File: src/rtl/pipe_pkg.sv
// Shared definitions for the pipeline control unit: FSM encoding, default
// stage indices and a counter-width helper.
package pipe_pkg;

   typedef enum logic [1:0] {
      ST_RUN    = 2'd0,
      ST_DRAIN  = 2'd1,
      ST_HALTED = 2'd2
   } state_e;

   localparam int STG_IF  = 0;
   localparam int STG_ID  = 1;
   localparam int STG_EX  = 2;
   localparam int STG_MEM = 3;
   localparam int STG_WB  = 4;

   localparam int DEF_NSTAGE = 5;
   localparam int DEF_ADDR_W = 32;

   // $clog2 clamped to one bit so degenerate parameters still give a legal vector
   function automatic int cnt_w(input int n);
      return (n > 1) ? $clog2(n) : 1;
   endfunction

endpackage

File: src/rtl/pipe_ctrl_if.sv
// Hazard-source / pipeline-register bundle of the pipeline control unit.
// The master side drives requests; the slave side (pipe_ctrl) answers.
interface pipe_ctrl_if #(
   parameter int NSTAGE = pipe_pkg::DEF_NSTAGE,
   parameter int ADDR_W = pipe_pkg::DEF_ADDR_W
);
   logic              jump_en_i;
   logic [ADDR_W-1:0] jump_addr_i;
   logic              trap_en_i;
   logic [ADDR_W-1:0] trap_addr_i;
   logic [NSTAGE-1:0] hold_req_i;
   logic              halt_req_i;
   logic              resume_i;

   logic              jump_en_o;
   logic [ADDR_W-1:0] jump_addr_o;
   logic [NSTAGE-1:0] stall_o;
   logic [NSTAGE-1:0] flush_o;
   logic              halted_o;
   logic              timeout_o;

   modport master (
      output jump_en_i, jump_addr_i, trap_en_i, trap_addr_i,
             hold_req_i, halt_req_i, resume_i,
      input  jump_en_o, jump_addr_o, stall_o, flush_o, halted_o, timeout_o
   );

   modport slave (
      input  jump_en_i, jump_addr_i, trap_en_i, trap_addr_i,
             hold_req_i, halt_req_i, resume_i,
      output jump_en_o, jump_addr_o, stall_o, flush_o, halted_o, timeout_o
   );
endinterface

File: src/rtl/pipe_ctrl_hold_encoder.sv
// Priority encoder for per-stage hold requests: highest requesting stage,
// a valid flag, and the thermometer mask of every stage at or below it.
module hold_encoder
   import pipe_pkg::*;
#(
   parameter int NSTAGE = DEF_NSTAGE
) (
   input  logic [NSTAGE-1:0]        i_hold,
   output logic                     o_valid,
   output logic [cnt_w(NSTAGE)-1:0] o_idx,
   output logic [NSTAGE-1:0]        o_mask
);
   localparam int IDX_W = cnt_w(NSTAGE);

   // NOTE: every output gets a default before the loops; a path that leaves a
   // combinational output unassigned infers a latch.
   always_comb begin
      o_valid = 1'b0;
      o_idx   = '0;
      o_mask  = '0;
      for (int s = 0; s < NSTAGE; s++) begin
         if (i_hold[s]) begin
            o_valid = 1'b1;
            o_idx   = IDX_W'(s);
         end
      end
      for (int s = 0; s < NSTAGE; s++) begin
         o_mask[s] = |(i_hold >> s);
      end
   end
endmodule

File: src/rtl/pipe_ctrl.sv
// Pipeline control: redirect forwarding, hold-to-stall/flush translation,
// multi-cycle redirect flush, debug halt/drain/resume and hold timeout.
module pipe_ctrl
   import pipe_pkg::*;
#(
   parameter int NSTAGE     = DEF_NSTAGE,
   parameter int JUMP_STAGE = STG_EX,
   parameter int ADDR_W     = DEF_ADDR_W,
   parameter int FLUSH_CYC  = 1,
   parameter int TIMEOUT    = 256
) (
   input logic       clk,
   input logic       rst,
   pipe_ctrl_if.slave ctl
);
   localparam int IDX_W = cnt_w(NSTAGE);
   localparam int FC_W  = cnt_w(FLUSH_CYC);
   localparam int DC_W  = cnt_w(NSTAGE);
   localparam int TO_W  = cnt_w(TIMEOUT + 1);

   localparam logic [FC_W-1:0]   FC_LOAD   = FC_W'(FLUSH_CYC - 1);
   localparam logic [DC_W-1:0]   DRAIN_PRE = DC_W'(NSTAGE - 2);
   localparam logic [TO_W-1:0]   TO_MAX    = TO_W'(TIMEOUT);
   localparam logic [NSTAGE-1:0] PRE_JUMP  = {NSTAGE{1'b1}} >> (NSTAGE - JUMP_STAGE);

   state_e            r_state,     w_state_nxt;
   logic [FC_W-1:0]   r_flush_cnt, w_flush_cnt_nxt;
   logic [DC_W-1:0]   r_drain_cnt, w_drain_cnt_nxt;
   logic [TO_W-1:0]   r_to_cnt,    w_to_cnt_nxt;

   logic              w_hold_valid;
   logic [IDX_W-1:0]  w_hold_idx;
   logic [NSTAGE-1:0] w_hold_mask;
   logic [NSTAGE-1:0] w_bubble;
   logic              w_accept;
   logic              w_jump_en;
   logic [ADDR_W-1:0] w_jump_addr;
   logic [NSTAGE-1:0] w_stall;
   logic [NSTAGE-1:0] w_flush;
   logic              w_halted;

   hold_encoder #(.NSTAGE(NSTAGE)) u_hold_enc (
      .i_hold  (ctl.hold_req_i),
      .o_valid (w_hold_valid),
      .o_idx   (w_hold_idx),
      .o_mask  (w_hold_mask)
   );

   always_comb begin
      w_state_nxt     = r_state;
      w_flush_cnt_nxt = (r_flush_cnt != '0) ? r_flush_cnt - 1'b1 : r_flush_cnt;
      w_drain_cnt_nxt = r_drain_cnt;
      w_to_cnt_nxt    = r_to_cnt;
      w_bubble        = '0;
      w_accept        = 1'b0;
      w_jump_en       = 1'b0;
      w_jump_addr     = '0;
      w_stall         = '0;
      w_flush         = '0;
      w_halted        = 1'b0;

      for (int k = 1; k < NSTAGE; k++) begin
         if (w_hold_valid && (w_hold_idx == IDX_W'(k - 1))) w_bubble[k] = 1'b1;
      end

      if (r_state != ST_HALTED) begin
         if (!w_hold_valid)          w_to_cnt_nxt = '0;
         else if (r_to_cnt != TO_MAX) w_to_cnt_nxt = r_to_cnt + 1'b1;
      end

      case (r_state)
         ST_HALTED: begin
            w_stall  = '1;
            w_halted = 1'b1;
            if (ctl.resume_i) w_state_nxt = ST_RUN;
         end
         default: begin
            w_stall  = w_hold_mask;
            w_flush  = w_bubble;
            w_accept = (ctl.jump_en_i || ctl.trap_en_i) && !w_hold_mask[JUMP_STAGE];
            if (w_accept) begin
               w_jump_en       = 1'b1;
               w_jump_addr     = ctl.trap_en_i ? ctl.trap_addr_i : ctl.jump_addr_i;
               w_flush_cnt_nxt = FC_LOAD;
            end
            if (w_accept || (r_flush_cnt != '0)) w_flush = w_flush | PRE_JUMP;

            if (r_state == ST_RUN) begin
               if (ctl.halt_req_i) w_state_nxt = ST_DRAIN;
            end else if (r_state == ST_DRAIN) begin
               w_stall[0] = 1'b1;
               w_flush[1] = 1'b1;
               if (!ctl.halt_req_i) begin
                  w_state_nxt     = ST_RUN;
                  w_drain_cnt_nxt = '0;
               end else if (w_accept) begin
                  w_drain_cnt_nxt = '0;
               end else if (!w_hold_valid) begin
                  // Halting on the edge that would make the count NSTAGE-1
                  if (r_drain_cnt == DRAIN_PRE) begin
                     w_state_nxt     = ST_HALTED;
                     w_drain_cnt_nxt = '0;
                  end else begin
                     w_drain_cnt_nxt = r_drain_cnt + 1'b1;
                  end
               end
            end else begin
               w_state_nxt = ST_RUN;
            end
            w_stall = w_stall & ~w_flush;
         end
      endcase
   end

   // NOTE: state registers use non-blocking assignments so every flop samples
   // the pre-edge values regardless of statement order.
   always_ff @(posedge clk or posedge rst) begin
      if (rst) begin
         r_state     <= ST_RUN;
         r_flush_cnt <= '0;
         r_drain_cnt <= '0;
         r_to_cnt    <= '0;
      end else begin
         r_state     <= w_state_nxt;
         r_flush_cnt <= w_flush_cnt_nxt;
         r_drain_cnt <= w_drain_cnt_nxt;
         r_to_cnt    <= w_to_cnt_nxt;
      end
   end

   assign ctl.jump_en_o   = rst ? 1'b0 : w_jump_en;
   assign ctl.jump_addr_o = rst ? '0   : w_jump_addr;
   assign ctl.stall_o     = rst ? '1   : w_stall;
   assign ctl.flush_o     = rst ? '1   : w_flush;
   assign ctl.halted_o    = rst ? 1'b0 : w_halted;
   assign ctl.timeout_o   = (TIMEOUT != 0) && !rst && (r_to_cnt == TO_MAX);
endmodule

File: src/flat_wrapper.sv
// flat-port wrapper written by rule: the top's interface ports become plain ports
module pipe_ctrl_flat import pipe_pkg::*;
#(
   parameter int NSTAGE     = DEF_NSTAGE,
   parameter int JUMP_STAGE = STG_EX,
   parameter int ADDR_W     = DEF_ADDR_W,
   parameter int FLUSH_CYC  = 1,
   parameter int TIMEOUT    = 256
)
  (clk, rst, ctl_jump_en_i, ctl_jump_addr_i, ctl_trap_en_i, ctl_trap_addr_i, ctl_hold_req_i, ctl_halt_req_i, ctl_resume_i, ctl_jump_en_o, ctl_jump_addr_o, ctl_stall_o, ctl_flush_o, ctl_halted_o, ctl_timeout_o);
  pipe_ctrl_if #(.NSTAGE(NSTAGE), .ADDR_W(ADDR_W)) ctl_i ();
  input logic clk;
  input logic rst;
  input wire logic [$bits(ctl_i.jump_en_i)-1:0] ctl_jump_en_i;
  input wire logic [$bits(ctl_i.jump_addr_i)-1:0] ctl_jump_addr_i;
  input wire logic [$bits(ctl_i.trap_en_i)-1:0] ctl_trap_en_i;
  input wire logic [$bits(ctl_i.trap_addr_i)-1:0] ctl_trap_addr_i;
  input wire logic [$bits(ctl_i.hold_req_i)-1:0] ctl_hold_req_i;
  input wire logic [$bits(ctl_i.halt_req_i)-1:0] ctl_halt_req_i;
  input wire logic [$bits(ctl_i.resume_i)-1:0] ctl_resume_i;
  output wire logic [$bits(ctl_i.jump_en_o)-1:0] ctl_jump_en_o;
  output wire logic [$bits(ctl_i.jump_addr_o)-1:0] ctl_jump_addr_o;
  output wire logic [$bits(ctl_i.stall_o)-1:0] ctl_stall_o;
  output wire logic [$bits(ctl_i.flush_o)-1:0] ctl_flush_o;
  output wire logic [$bits(ctl_i.halted_o)-1:0] ctl_halted_o;
  output wire logic [$bits(ctl_i.timeout_o)-1:0] ctl_timeout_o;
  assign ctl_i.jump_en_i = ctl_jump_en_i;
  assign ctl_i.jump_addr_i = ctl_jump_addr_i;
  assign ctl_i.trap_en_i = ctl_trap_en_i;
  assign ctl_i.trap_addr_i = ctl_trap_addr_i;
  assign ctl_i.hold_req_i = ctl_hold_req_i;
  assign ctl_i.halt_req_i = ctl_halt_req_i;
  assign ctl_i.resume_i = ctl_resume_i;
  assign ctl_jump_en_o = ctl_i.jump_en_o;
  assign ctl_jump_addr_o = ctl_i.jump_addr_o;
  assign ctl_stall_o = ctl_i.stall_o;
  assign ctl_flush_o = ctl_i.flush_o;
  assign ctl_halted_o = ctl_i.halted_o;
  assign ctl_timeout_o = ctl_i.timeout_o;
  pipe_ctrl #(.NSTAGE(NSTAGE), .JUMP_STAGE(JUMP_STAGE), .ADDR_W(ADDR_W), .FLUSH_CYC(FLUSH_CYC), .TIMEOUT(TIMEOUT)) u_core (.clk(clk), .rst(rst), .ctl(ctl_i));
endmodule
File: config.mk
export PLATFORM = sky130hd
export DESIGN_NAME = pipe_ctrl_flat
export DESIGN_NICKNAME = d
export VERILOG_FILES = /design/src/rtl/pipe_pkg.sv /design/src/rtl/pipe_ctrl_if.sv /design/src/rtl/pipe_ctrl_hold_encoder.sv /design/src/rtl/pipe_ctrl.sv /design/src/flat_wrapper.sv
export SDC_FILE = /design/constraint.sdc
export NUM_CORES = 1
export LEC_CHECK = 0
export BUFFER_PORTS_ARGS = -buffer_cell sky130_fd_sc_hd__buf_2
export CAP_MARGIN = 5
export CORE_MARGIN = 1.5
export CORE_UTILIZATION = 25
export DETAILED_ROUTE_END_ITERATION = 8
export SKIP_LAST_GASP = 1
export SYNTH_ARGS = -nofsm -noshare
export SYNTH_HDL_FRONTEND = slang
export SYNTH_HIERARCHICAL = 1
export SYNTH_SLANG_ARGS = --single-unit
File: constraint.sdc
create_clock -name clk -period 4.95 [get_ports clk]
set_clock_uncertainty 0.05 [all_clocks]
set_input_delay 0.2475 -clock clk [delete_from_list [all_inputs] [get_ports clk]]
set_output_delay 0.2475 -clock clk [all_outputs]
set_load 0.05 [all_outputs]
## Yosys cells after proc, flatten, opt, wreduce, memory -nomap -nowiden

Cells that the tools add are included.

- Register bits: 15
- Bits in latches: 0
- Memory bits (writable): 0
- Bits in read-only memories: 0
- Input bits: 75
- Output and inout bits: 45
- Word-level logic and storage cells: 98
- Memories kept: 0

- Add/subtract/negate cells: 3
- $mul: 0
- Div/mod/pow operators: 0
- $lt $le $gt $ge: 0
- Eq/ne operators: 16
- Shift-type cells: 0
- Muxes and demuxes: 52
- Bitwise gates (word level): 4
- Reduce and logical (&&, ||, !) cells: 19

Operator list:

| operator | count |
|---|---|
| two-way mux 32 bit | 4 |
| two-way mux 5 bit | 5 |
| two-way mux 1 bit | 24 |
| two-way mux 2 bit | 12 |
| two-way mux 9 bit | 2 |
| two-way mux 3 bit | 5 |
| inequality test 5 bit, second input constant | 2 |
| adder 9 x 1 -> 9 bit, second input constant | 1 |
| == test 3 x 2 -> 1 bit, second input constant | 3 |
| == test 9 bit, second input constant | 1 |
| inequality test 9 bit, second input constant | 1 |
| logical AND 1 bit | 6 |
| inequality test 2 bit, second input constant | 3 |
| inequality test 3 bit, second input constant | 2 |
| bitwise AND 5 bit | 1 |
| inequality test 5 x 4 -> 1 bit, second input constant | 1 |
| inverter 5 bit | 1 |
| AND reduction 5 bit | 1 |
| OR reduction 5 bit | 1 |
| AND reduction 4 bit | 1 |
| OR reduction 4 bit | 1 |
| adder 3 x 1 -> 3 bit, second input constant | 1 |
| == test 3 x 1 -> 1 bit, second input constant | 1 |
| logical NOT 3 bit | 1 |
| other kinds (10) | 13 |

## Depth between registers and ports, before layout

- Depth after elaboration: 16
- Mapped depth: 6
- Gate-level depth less buffers: 6

## By module

Netlist, hierarchy kept.

By module, submodules not included:

| module | times used | cells an instance | area an instance (um2) | seq. area each (um2) |
|---|---|---|---|---|
| pipe_ctrl | 1 | 180 | 1402.6 | 350.3 |
| hold_encoder | 1 | 12 | 73.8 | 0.0 |

## Worst setup path before layout

OpenSTA, ideal clock, no wires.

- Kind: in2out
- Start point: input ctl_hold_req_i[4]
- End point: output ctl_stall_o[1]
- Arrival: 2.388 ns
- Path slack: 2.264 ns
- Stages on the path: 5
- Cell sequence: or4_4 -> or2_1 -> inv_1 -> o41ai_1 -> o21ai_0

- Elaborated cells between the ends (all ways): 19
- Those cells by class: 10 x mux; 2 x bitwise; 7 x reduce/logical

RTL lines:

| item | RTL line | text |
|---|---|---|
| start: declaration | flat_wrapper.sv:18 | `input wire logic [$bits(ctl_i.hold_req_i)-1:0] ctl_hold_req_i;` |
| two-way mux 1 bit (*) | pipe_ctrl_hold_encoder.sv:22 | `if (i_hold[s]) begin` |
| net u_core.w_hold_valid | pipe_ctrl.sv:31 | `logic w_hold_valid;` |
| logical AND 1 bit (*) | pipe_ctrl.sv:63 | `if (w_hold_valid && (w_hold_idx == IDX_W'(k - 1))) w_bubble[k] = 1'b1;` |
| two-way mux 1 bit (*) | pipe_ctrl.sv:63 |  |
| two-way mux 2 bit (*) | pipe_ctrl.sv:86 | `if (w_accept \|\| (r_flush_cnt != '0)) w_flush = w_flush \| PRE_JUMP;` |
| two-way mux 5 bit (*) | pipe_ctrl.sv:71 | `case (r_state)` |
| two-way mux 1 bit | pipe_ctrl.sv:90 | `end else if (r_state == ST_DRAIN) begin` |
| two-way mux 1 bit (*) | pipe_ctrl.sv:88 | `if (r_state == ST_RUN) begin` |
| two-way mux 1 bit (*) | pipe_ctrl.sv:71 |  |
| inverter 5 bit (*) | pipe_ctrl.sv:110 | `w_stall = w_stall & ~w_flush;` |
| bitwise AND 5 bit (*) | pipe_ctrl.sv:110 |  |
| two-way mux 5 bit (*) | pipe_ctrl.sv:71 |  |
| two-way mux 5 bit (*) | pipe_ctrl.sv:133 | `assign ctl.stall_o = rst ? '1 : w_stall;` |
| end: declaration | flat_wrapper.sv:23 | `output wire logic [$bits(ctl_i.stall_o)-1:0] ctl_stall_o;` |

Mark *: on every way through the listed nets, which the timed path passes. The rest lies on a longest branch. The select of a mux whose other input is x is not followed.

## Final worst setup path

- Start point: register u_core.r_state[0]
- End point: output ctl_jump_addr_o[6]

- Longest elaborated chain between the ends: 3

Ends and longest elaborated chain:

| item | RTL line | text |
|---|---|---|
| start: declaration | pipe_ctrl.sv:26 | `state_e r_state, w_state_nxt;` |
| start signal: assignment | pipe_ctrl.sv:124 | `r_state <= w_state_nxt;` |
| == test 2 bit | pipe_ctrl.sv:71 |  |
| two-way mux 32 bit | pipe_ctrl.sv:71 |  |
| two-way mux 32 bit | pipe_ctrl.sv:132 | `assign ctl.jump_addr_o = rst ? '0 : w_jump_addr;` |
| end: declaration | flat_wrapper.sv:22 | `output wire logic [$bits(ctl_i.jump_addr_o)-1:0] ctl_jump_addr_o;` |

Every way passes these cells.

==> impl_results.md <==
- Outcome: complete, no violations
- Largest net degree at the start of global routing: 34
- # DRC: 0
- Die Height: 79.9 um
- Synth Area in Adders: 0.0254
- Most frequent cells in the layout: buf_2, nor2_1, mux2i_1
- Switching share of power: 0.404
- Fin cells: 375
- Area leader, netlist: dfrtp_1
- Storage cell area: 350 um^2
- CP peak stage delay: 910 ps
- DR iter-0 viols: 35
- Slowest stage cell, crit path: or3_1
- Peak Freq: about 340 MHz
- Syn Nets: 270
- First drt pass iteration count: 4
- Synth Area in Compound Gates: 0.132
- Routed WL per cell: 13.3 um
- Core Util, Final: 0.383
- Die ar.: 6380 um^2
- Area grow syn2layout: 45.5%
- Psw: around 0.21 mW
- First-pass GRT wire length: 7.44 mm
- Clk_lat worst skew: around 240 ps
- Synth cell types: a little over 40
- Largest family of logic cells by synthesized area: simple AND/OR/NAND/NOR gates
- Final #Nets: roughly 380
- Final hold violation count: 0
- Seq cells post-synth: 14
- Simple-Gate Fraction of Synth Area: 0.292
- Reg clk slew, reported paths: 60 ps
- Synth top area share: 0.237
- Buf/Inv on CP: 1
- Sequential-to-total area share from yosys stat: 0.237
- H-tree depth: 1
- Multi-input logic area: 1040 um^2
- Critical path's top delay family: simple AND/OR/NAND/NOR gates
- Postcts setup bufs: 0
- Pins Over Slew Limit: 0
- Worst slew pin tran: approximately 1100 ps
- Root buf cell: clkbuf_8
- Logic pwr share: 0.441
- CTS resizes: 0
- Vias in the first global route: 1628
- Post-Route WL: 4.99 mm
- HPWL Detailed: 4.04 mm
- CP Cell Sequence: nor2b_1 -> or3_1 -> nor2_1 -> buf_2
- IO buf count: 119
- Static leakage: around 1.2 nW
- VDD IR-drop max: between 0.1 and 0.15 mV
- Worst setup EP type: output pin
- Max-slew headroom: 0.294
- Sink Count: 14
- DP Cell Count: 372
- XOR/XNOR Fraction of Synth Area: 0.0297
- Final Cycle Share: 0.586
- Pwr dens: 246 nW/um^2
- Top Ports: 120
- Vias: 1727
- Setup CP Type: flop to output pin
- Yosys warns: 6
- Initial Util: 0.263
- Drt via density: around 4.6
- Critical path data required time: approximately 4700 ps
- Unrepaired setup endpoints after global routing: false
- FP Rows: 27
- Synth area leaders: dfrtp_1, mux2i_1, nor2_1, nand2_1, o21ai_0
- Synth Flop Type: dfrtp_1
- Remaining antenna violation count: 0
- Core Box Area: 5610 um^2
- TritonCTS Buffers: 3
- Total global routing overflow: 0
- # setup viols final: 0
- Fin crit period: 2900 ps
- # diodes: 0
- Asr flop ratio synth: 1.00
- GRT Overall Usage: 0.146
- Hold Crit Class: primary input to asynchronous set/reset pin
- CP arrival: around 2600 ps
- Crit-path max FO: 33
- Initial antenna violation count: 0
- Sequential power share: 0.379
- Max-cap viol count: 0
- Fillers: 600
- Startpoint type of the worst setup path: flop
- Most common cell after layout, fill and taps aside: buf_2
- DIE WIDTH: 79.9 um
- Area of the mapped netlist: 1480 um^2
- Hold-fix buffers at CTS: 0
- CTS Buffer Depth: 2
- Share of post-route cells with drive strength above 1: 0.429
- Post-synthesis mux area share: 0.224
- CTS tree: yes
- Final TNS setup: 0 ps
- Mapped Cells: 192
- Syn Area/Cell: 7.69 um^2
- Internal: around 0.31 mW
- Placer Congestion: 0.798
- Clock share of power: 0.180
- Post-synth EDFFs: 0
-- flip-flops by register name, indices dropped and copies added (netlist names) --
signal,count
u_core/r_state,2
u_core/r_to_cnt,9
u_core/r_drain_cnt,3
-- per-layer routing --
metal / GRT usage / share of wire
met1: 0.166 / 0.42
met2: 0.272 / 0.48
met3: 0.0240 / 0.082
met4: 0.0517 / 0.018
met5: 0 / 0
-- kinds of logic (layout without fill, tap and decap cells) --
family | after synthesis | count (layout)
AOI/OAI and AO/OA | 28 | 28
xor gates and xnor gates | 5 | 5
adders and majority gates | 3 | 3
buffers and inverters | 20 | 131
DFF | 14 | 14
muxes | 33 | 33
and+or+nand+nor | 89 | 89
-- per-stage QoR --
stage          total power [mW]  hold WS (ps)  worst slack, ps  instance area (um^2)
3_5_place_dp              0.436           383             2050                  2110
6_report                  0.528           101             2050                  2150
2_1_floorplan             0.364           120             2260                  1480
4_1_cts                   0.532           119             2050                  2150
3_3_place_gp              0.432           384             2120                  2110
5_1_grt                   0.574           157             1760                  2150
-- area by class of cell --
type	count	share of cell area
flip-flops and latches	14	0.163
well taps	72	0.0419
repair buffers	119	0.277
multi-input cells	158	0.483
inverters	9	0.0157
clock buffers	3	0.0192
-- power groups by stage --
stage	sequential (mW)	combinational, mW	clock (mW)
finish	0.200	0.233	0.0950
global route	0.209	0.262	0.102
global placement	0.200	0.231	0
CTS	0.199	0.235	0.0974
floorplan	0.188	0.176	0
detailed placement	0.202	0.234	0
-- final timing paths --
path,slack (ps),depth (start not counted),end,start
min reg2reg,440,1,u_core/r_drain_cnt[2],u_core/r_drain_cnt[2]
min in group clk,150,2,u_core/r_state[1],ctl_resume_i
max,2050,4,ctl_jump_addr_o[6],u_core/r_state[0]
min,100,2,u_core/r_to_cnt[3],rst
max reg2reg,3200,6,u_core/r_to_cnt[4],u_core/r_to_cnt[0]
max in group asynchronous,4330,2,u_core/r_to_cnt[6],rst
-- synthesized netlist by cell type, drive strengths merged (2+ instances only) --
cell / number
nand2: 12
nor2: 45
nor3: 3
clkbuf: 4
o2bb2ai: 2
nand2b: 4
dfrtp: 14
or3: 3
nand4: 2
and2: 2
or4: 2
ha: 3
nand3: 4
o21ai: 9
or2: 3
o2111ai: 2
nor2b: 4
a21oi: 4
mux2i: 33
inv: 9
a31oi: 2
xor2: 4
buf: 7
-- worst register-to-register path, delay by kind of cell (launching register included) --
kind / cells / cell delay, ps
buf+inv: 1 / 80
fa+ha+maj: 1 / 150
simple gates: 2 / 510
xor+xnor: 1 / 170
compound gates: 1 / 240
flops: 1 / 430
(Power assumes the default switching activity.)
